`config.mk`:
```
export PLATFORM = sky130hd
export DESIGN_NAME = crc_lut_seq
export DESIGN_NICKNAME = d
export VERILOG_FILES = /design/src/rtl/crc_seq_pkg.sv /design/src/rtl/crc_seq_byte_step.sv /design/src/rtl/crc_lut_seq.sv
export SDC_FILE = /design/constraint.sdc
export NUM_CORES = 1
export LEC_CHECK = 0
export CORE_MARGIN = 3
export CORE_UTILIZATION = 30
export DETAILED_ROUTE_END_ITERATION = 16
export PLACE_DENSITY_LB_ADDON = 0.3
export REMOVE_ABC_BUFFERS = 1
export SYNTH_ARGS = -nofsm -noshare
export SYNTH_HDL_FRONTEND = slang
export SYNTH_SLANG_ARGS = --single-unit
```
`constraint.sdc`:
```
create_clock -name clk -period 4.6 [get_ports clk]
set_input_delay 0.92 -clock clk [delete_from_list [all_inputs] [get_ports clk]]
set_output_delay 0.92 -clock clk [all_outputs]
set_load 0.05 [all_outputs]
```
`src/rtl/crc_seq_pkg.sv`:
```
// crc_seq_pkg: shared types, widths and helpers for the table-driven CRC sequencer.
//
// Contents:
//   CRC_W / BYTE_W / TAB_AW / BIDX_W   datapath, byte, table-address and byte-index widths
//   crc_seq_state_e                    sequencer FSM state (StIdle / StRun / StDone)
//   sel_byte()                         pick byte <idx> of a word, byte 0 being the MSB byte
package crc_seq_pkg;

  localparam int unsigned CRC_W  = 32;
  localparam int unsigned BYTE_W = 8;
  localparam int unsigned TAB_AW = 8;
  localparam int unsigned BIDX_W = 2;

  typedef enum logic [1:0] {
    StIdle,
    StRun,
    StDone
  } crc_seq_state_e;

  // Words are walked MSB byte first, so index 0 selects word[31:24].
  function automatic logic [BYTE_W-1:0] sel_byte(input logic [CRC_W-1:0]  word,
                                                 input logic [BIDX_W-1:0] idx);
    logic [CRC_W-1:0] shifted;
    shifted = word << (BYTE_W * idx);
    return shifted[CRC_W-1 -: BYTE_W];
  endfunction

endpackage

```
`src/rtl/crc_seq_byte_step.sv`:
```
// crc_seq_byte_step: one byte of a table-driven CRC update (purely combinational).
//
// The table ROM lives outside; this block forms its address from the running CRC and
// the current byte, then folds the returned table word into the shifted CRC.
//
// Ports:
//   crc_i        running CRC value (crc_q of the sequencer)
//   byte_i       byte being consumed this cycle
//   tab_addr_o   table address = crc_i[31:24] ^ byte_i
//   tab_rdata_i  table word read at tab_addr_o
//   crc_next_o   updated CRC = {crc_i[23:0], 8'h00} ^ tab_rdata_i
module crc_seq_byte_step
  import crc_seq_pkg::*;
(
  input  logic [CRC_W-1:0]  crc_i,
  input  logic [BYTE_W-1:0] byte_i,
  output logic [TAB_AW-1:0] tab_addr_o,
  input  logic [CRC_W-1:0]  tab_rdata_i,
  output logic [CRC_W-1:0]  crc_next_o
);

  assign tab_addr_o = crc_i[CRC_W-1 -: BYTE_W] ^ byte_i;

  assign crc_next_o = {crc_i[CRC_W-BYTE_W-1:0], {BYTE_W{1'b0}}} ^ tab_rdata_i;

endmodule

```
`src/rtl/crc_lut_seq.sv`:
```
// crc_lut_seq: sequencer driving an external 256x32 CRC lookup-table ROM to compute a
// 32-bit table-driven CRC over a stream of 32-bit words, one byte per clock.
//
// Build option: define CRC_SEQ_FINXOR_EN to XOR the frame result with XOROUT before it
// is presented on out_crc; without it out_crc is the raw CRC register value.
//
// Parameters:
//   INIT    CRC register value at frame start (and after reset)
//   XOROUT  final XOR value (only used with CRC_SEQ_FINXOR_EN)
//
// Ports:
//   clk, rst    clock; asynchronous active-high reset
//   in_valid    input word valid
//   in_ready    sequencer can take a word (held low while rst is asserted)
//   in_data     word; byte 0 = in_data[31:24]
//   in_last     word is the last of the frame
//   in_nbytes   valid bytes in the last word from the MSB end, 0 means 4
//   out_valid   out_crc valid
//   out_ready   consumer takes the CRC
//   out_crc     frame CRC, stable while out_valid && !out_ready
//   tab_addr    table address (combinational from crc_q and the current byte)
//   tab_rdata   table data, combinational ROM read of tab_addr
module crc_lut_seq
  import crc_seq_pkg::*;
#(
  parameter logic [CRC_W-1:0] INIT   = 32'hFFFF_FFFF,
  parameter logic [CRC_W-1:0] XOROUT = 32'hFFFF_FFFF
) (
  input  logic              clk,
  input  logic              rst,
  input  logic              in_valid,
  output logic              in_ready,
  input  logic [CRC_W-1:0]  in_data,
  input  logic              in_last,
  input  logic [1:0]        in_nbytes,
  output logic              out_valid,
  input  logic              out_ready,
  output logic [CRC_W-1:0]  out_crc,
  output logic [TAB_AW-1:0] tab_addr,
  input  logic [CRC_W-1:0]  tab_rdata
);

  crc_seq_state_e    state_q, state_d;
  logic [CRC_W-1:0]  word_q, word_d;
  logic [BIDX_W-1:0] bcnt_q, bcnt_d;
  logic [BIDX_W-1:0] nlast_q, nlast_d;
  logic              last_q, last_d;
  logic [CRC_W-1:0]  crc_q, crc_d;
  logic [CRC_W-1:0]  out_crc_q, out_crc_d;

  logic [BYTE_W-1:0] cur_byte;
  logic [CRC_W-1:0]  crc_next;
  logic [CRC_W-1:0]  fin_crc;
  logic              at_last_byte;
  logic              accept;
  logic [BIDX_W-1:0] in_nlast;

  // ---------------------------------------------------------------------------
  // Byte step datapath
  // ---------------------------------------------------------------------------

  assign cur_byte = sel_byte(word_q, bcnt_q);

  crc_seq_byte_step u_byte_step (
    .crc_i       (crc_q),
    .byte_i      (cur_byte),
    .tab_addr_o  (tab_addr),
    .tab_rdata_i (tab_rdata),
    .crc_next_o  (crc_next)
  );

`ifdef CRC_SEQ_FINXOR_EN
  assign fin_crc = crc_next ^ XOROUT;
`else
  assign fin_crc = crc_next;
  logic unused_xorout;
  assign unused_xorout = ^XOROUT;
`endif

  assign at_last_byte = (bcnt_q == nlast_q);
  assign accept       = in_valid & in_ready;

  // Index of the final byte of the incoming word; nbytes==0 wraps to 3 (four bytes).
  assign in_nlast = in_last ? (in_nbytes - 2'd1) : 2'd3;

  // ---------------------------------------------------------------------------
  // FSM: state register
  // ---------------------------------------------------------------------------

  always_ff @(posedge clk or posedge rst) begin
    if (rst) begin
      state_q <= StIdle;
    end else begin
      state_q <= state_d;
    end
  end

  // ---------------------------------------------------------------------------
  // FSM: next-state logic
  // ---------------------------------------------------------------------------

  always_comb begin
    state_d = state_q;
    unique case (state_q)
      StIdle: begin
        if (accept) begin
          state_d = StRun;
        end
      end
      StRun: begin
        if (at_last_byte) begin
          if (last_q) begin
            state_d = StDone;
          end else if (!accept) begin
            state_d = StIdle;
          end
        end
      end
      StDone: begin
        if (out_ready) begin
          state_d = StIdle;
        end
      end
      default: state_d = StIdle;
    endcase
  end

  // ---------------------------------------------------------------------------
  // FSM: outputs
  // ---------------------------------------------------------------------------

  always_comb begin
    in_ready  = 1'b0;
    out_valid = 1'b0;
    unique case (state_q)
      StIdle:  in_ready = 1'b1;
      // Taking the next word on the last-byte cycle keeps full words bubble-free.
      StRun:   in_ready = at_last_byte & ~last_q;
      StDone:  out_valid = 1'b1;
      default: in_ready = 1'b0;
    endcase
    if (rst) begin
      in_ready = 1'b0;
    end
  end

  assign out_crc = out_crc_q;

  // ---------------------------------------------------------------------------
  // Datapath registers
  // ---------------------------------------------------------------------------

  always_comb begin
    word_d    = word_q;
    bcnt_d    = bcnt_q;
    nlast_d   = nlast_q;
    last_d    = last_q;
    crc_d     = crc_q;
    out_crc_d = out_crc_q;

    unique case (state_q)
      StIdle: begin
        // crc_q is left alone so a mid-frame pause continues the running CRC.
        if (accept) begin
          word_d  = in_data;
          last_d  = in_last;
          nlast_d = in_nlast;
          bcnt_d  = '0;
        end
      end
      StRun: begin
        crc_d  = crc_next;
        bcnt_d = bcnt_q + 2'd1;
        if (at_last_byte) begin
          if (last_q) begin
            out_crc_d = fin_crc;
          end else if (accept) begin
            word_d  = in_data;
            last_d  = in_last;
            nlast_d = in_nlast;
            bcnt_d  = '0;
          end
        end
      end
      StDone: begin
        if (out_ready) begin
          crc_d = INIT;
        end
      end
      default: begin
        crc_d = INIT;
      end
    endcase
  end

  always_ff @(posedge clk or posedge rst) begin
    if (rst) begin
      word_q    <= '0;
      bcnt_q    <= '0;
      nlast_q   <= '0;
      last_q    <= 1'b0;
      crc_q     <= INIT;
      out_crc_q <= '0;
    end else begin
      word_q    <= word_d;
      bcnt_q    <= bcnt_d;
      nlast_q   <= nlast_d;
      last_q    <= last_d;
      crc_q     <= crc_d;
      out_crc_q <= out_crc_d;
    end
  end

endmodule

```
==> metrics.txt <==
Lkg Pwr between 2 and 3 nW; synthesized flop and latch total 103; Fill cells around 1400; synthesized area per cell 13.70 sq um; CP startpoint kind flop; CTS tree yes; top post-synthesis cells by area dfrtp_1 39%, dfstp_2 18%, mux2_4 9.9%; Least-Margin Pin Slew approximately 1.1 ns; Reg clk slew, reported paths approximately 0.07 ns; Placed Cells between 600 and 700; Hold Path Class flop to flop; status complete, no violations; Worst VDD drop ~370 uV; # diodes 0; Top Ports roughly 110; clk root buf clkbuf_16; H-tree levels 3; Core Region 14700 sq um; Clock Latency Late Sink roughly 0.35 ns; design area slightly above 6000 sq um; relative slew slack 0.2529; starting density of the core 0.3104; HPWL Detailed 6.831 mm; CTS Hold Bufs 0; num rows between 40 and 50; largest net degree at the start of global routing 54; Worst Setup Path Type flop to output port; post-route ant nets 0; post-synth top area share 0.3894; Die Width 129.3 microns; power per cell area ~890 nW/um^2; Wirelength per Cell 16.34 microns; DP Area roughly 6000 sq um; final setup fails 0; die area 16730 sq um; First-pass DRT Iterations 4; CP Max Fanout 13; GRT Residual Overflow 0; Final Hold Vio Count 0; Final #Nets a little over 500; setup TNS 0 ns; Main synth FF type dfrtp_1; commonest non-fill, non-tap cells in the layout 112 x clkdlybuf4s50_1, 71 x dfrtp_1, 32 x dfstp_2, 30 x mux2_4, 23 x a21oi_1; Max-Cap Viols 0; proportion of layout cells with a drive suffix above 1 0.2500; Synth cell types 27; total chip power between 5 and 6 mW; Synth Warn # 0; largest area contributor in the netlist dfrtp_1; commonest non-fill, non-tap cell in the layout clkdlybuf4s50_1; gpl congestion between 0.7 and 0.8; drc violations 0; Clock Skew ~0.013 ns; Routed WL 10.33 mm; Layout Cells excl Fill approximately 630; unrepaired setup endpoints after global routing false; Die Height ~130 microns; ys async rst share 1.000; first-pass GRT wire length ~16 mm; Num CTS Buffers 9; Port Buffers between 100 and 150; post-cts sizing count 0; CP arrival approximately 2.8 ns; worst hold-check slack approximately 0.50 ns; Max Root-Sink Buffers 2; Iter 0 DRT Violations between 80 and 90; Synth Instances 333; initial antenna violation count 0; Fmax achieved ~270 MHz; Final Critical Period 3.725 ns; via/cell ratio ~4.6; Post-synth EDFFs 0; Area growth syn-to-layout 35.65%; share of the yosys chip area belonging to registers 0.5736; WP data required around 3.7 ns; sinks on the clock net 103; final worst-path cycle share 0.8097; vias in the first global route roughly 3000; All-Layer GR Usage 0.1280; Post-Syn Area about 4600 sq um; Critical Path End Type output port; final slew viol count 0; postcts setup bufs 0; DR vias around 2900
registers in the layout (all words and copies together), names as in the netlist:
| signal | count |
|---|---|
| crc_q | 32 |
| out_crc | 32 |
| word_q | 32 |
| bcnt_q | 2 |
| nlast_q | 2 |
| state_q | 2 |
| last_q | 1 |
cell families after synthesis:
group,synth area share
muxes,0.2240
DFF,0.5736
buffers and inverters,0.04086
and+or+nand+nor,0.03647
AOI/OAI and AO/OA,0.05786
xor gates and xnor gates,0.06718
final timing paths:
path	startpoint	to	slack (ns)	depth (start not counted)
max	bcnt_q[0]	tab_addr[2]	0.88	3
min	out_crc[3]	out_crc[3]	0.50	1
max reg2reg	bcnt_q[0]	out_crc[0]	1.75	5
min reg2reg	out_crc[3]	out_crc[3]	0.50	1
max in group asynchronous	rst	crc_q[28]	2.76	3
min in group asynchronous	rst	last_q	1.07	2
power by group:
| part | switching, mW | leakage, nW | internal (mW) |
|---|---|---|---|
| combinational | 1.64 | 1.44 | 1.22 |
| sequential | 0.336 | 1.17 | 1.47 |
| clock | 0.339 | 0.159 | 0.468 |
| total | 2.31 | 2.77 | 3.16 |
cell type report:
class,count,area (sq um),area share
sequential,103,2618,0.4229
multi-input combinational,190,1767,0.2854
timing repair buffer,117,1171,0.1892
clock buffer,12,266.5,0.04306
tap,184,230.2,0.03719
inverter,22,85.08,0.01375
clock inverter,4,52.55,0.008490
synth_stat cells, types with 2 or more instances:
library cell and instances:
nand2b_1 2, mux2_4 30, buf_2 5, dfrtp_1 71, nand2_1 4, nand3_1 2
mux2_2 17, mux2i_1 20, o22a_1 12, a21oi_1 23, nor2_1 22, buf_6 4
nor2b_1 2, nor3_1 3, o21ai_0 4, buf_1 2, dfstp_2 32, xor2_1 15
xnor2_1 20, inv_1 22, clkbuf_1 7, mux4_2 8, a21o_1 2
worst max-delay path, cell delays in order (launching register included):
cell and delay, ns:
dfrtp_1 0.83, mux4_2 0.61, xor2_1 0.18, clkdlybuf4s50_1 0.83
through the flow:
step | util | setup WS, ns
after floorplan | - | 1.029
after global placement | 0.3994 | 1.187
after detailed placement | 0.3994 | 1.166
after CTS | 0.4211 | 0.7840
after global routing | 0.4211 | 0.7296
final | 0.4211 | 0.8754
routing by layer:
layer	wire (microns)	GRT usage	vias to the layer above
li1	-	-	1363
met1	4993	0.1839	1457
met2	4552	0.1851	79
met3	606	0.03050	12
met4	177	0.05374	0
met5	0	0	-
(Power assumes the default switching activity.)
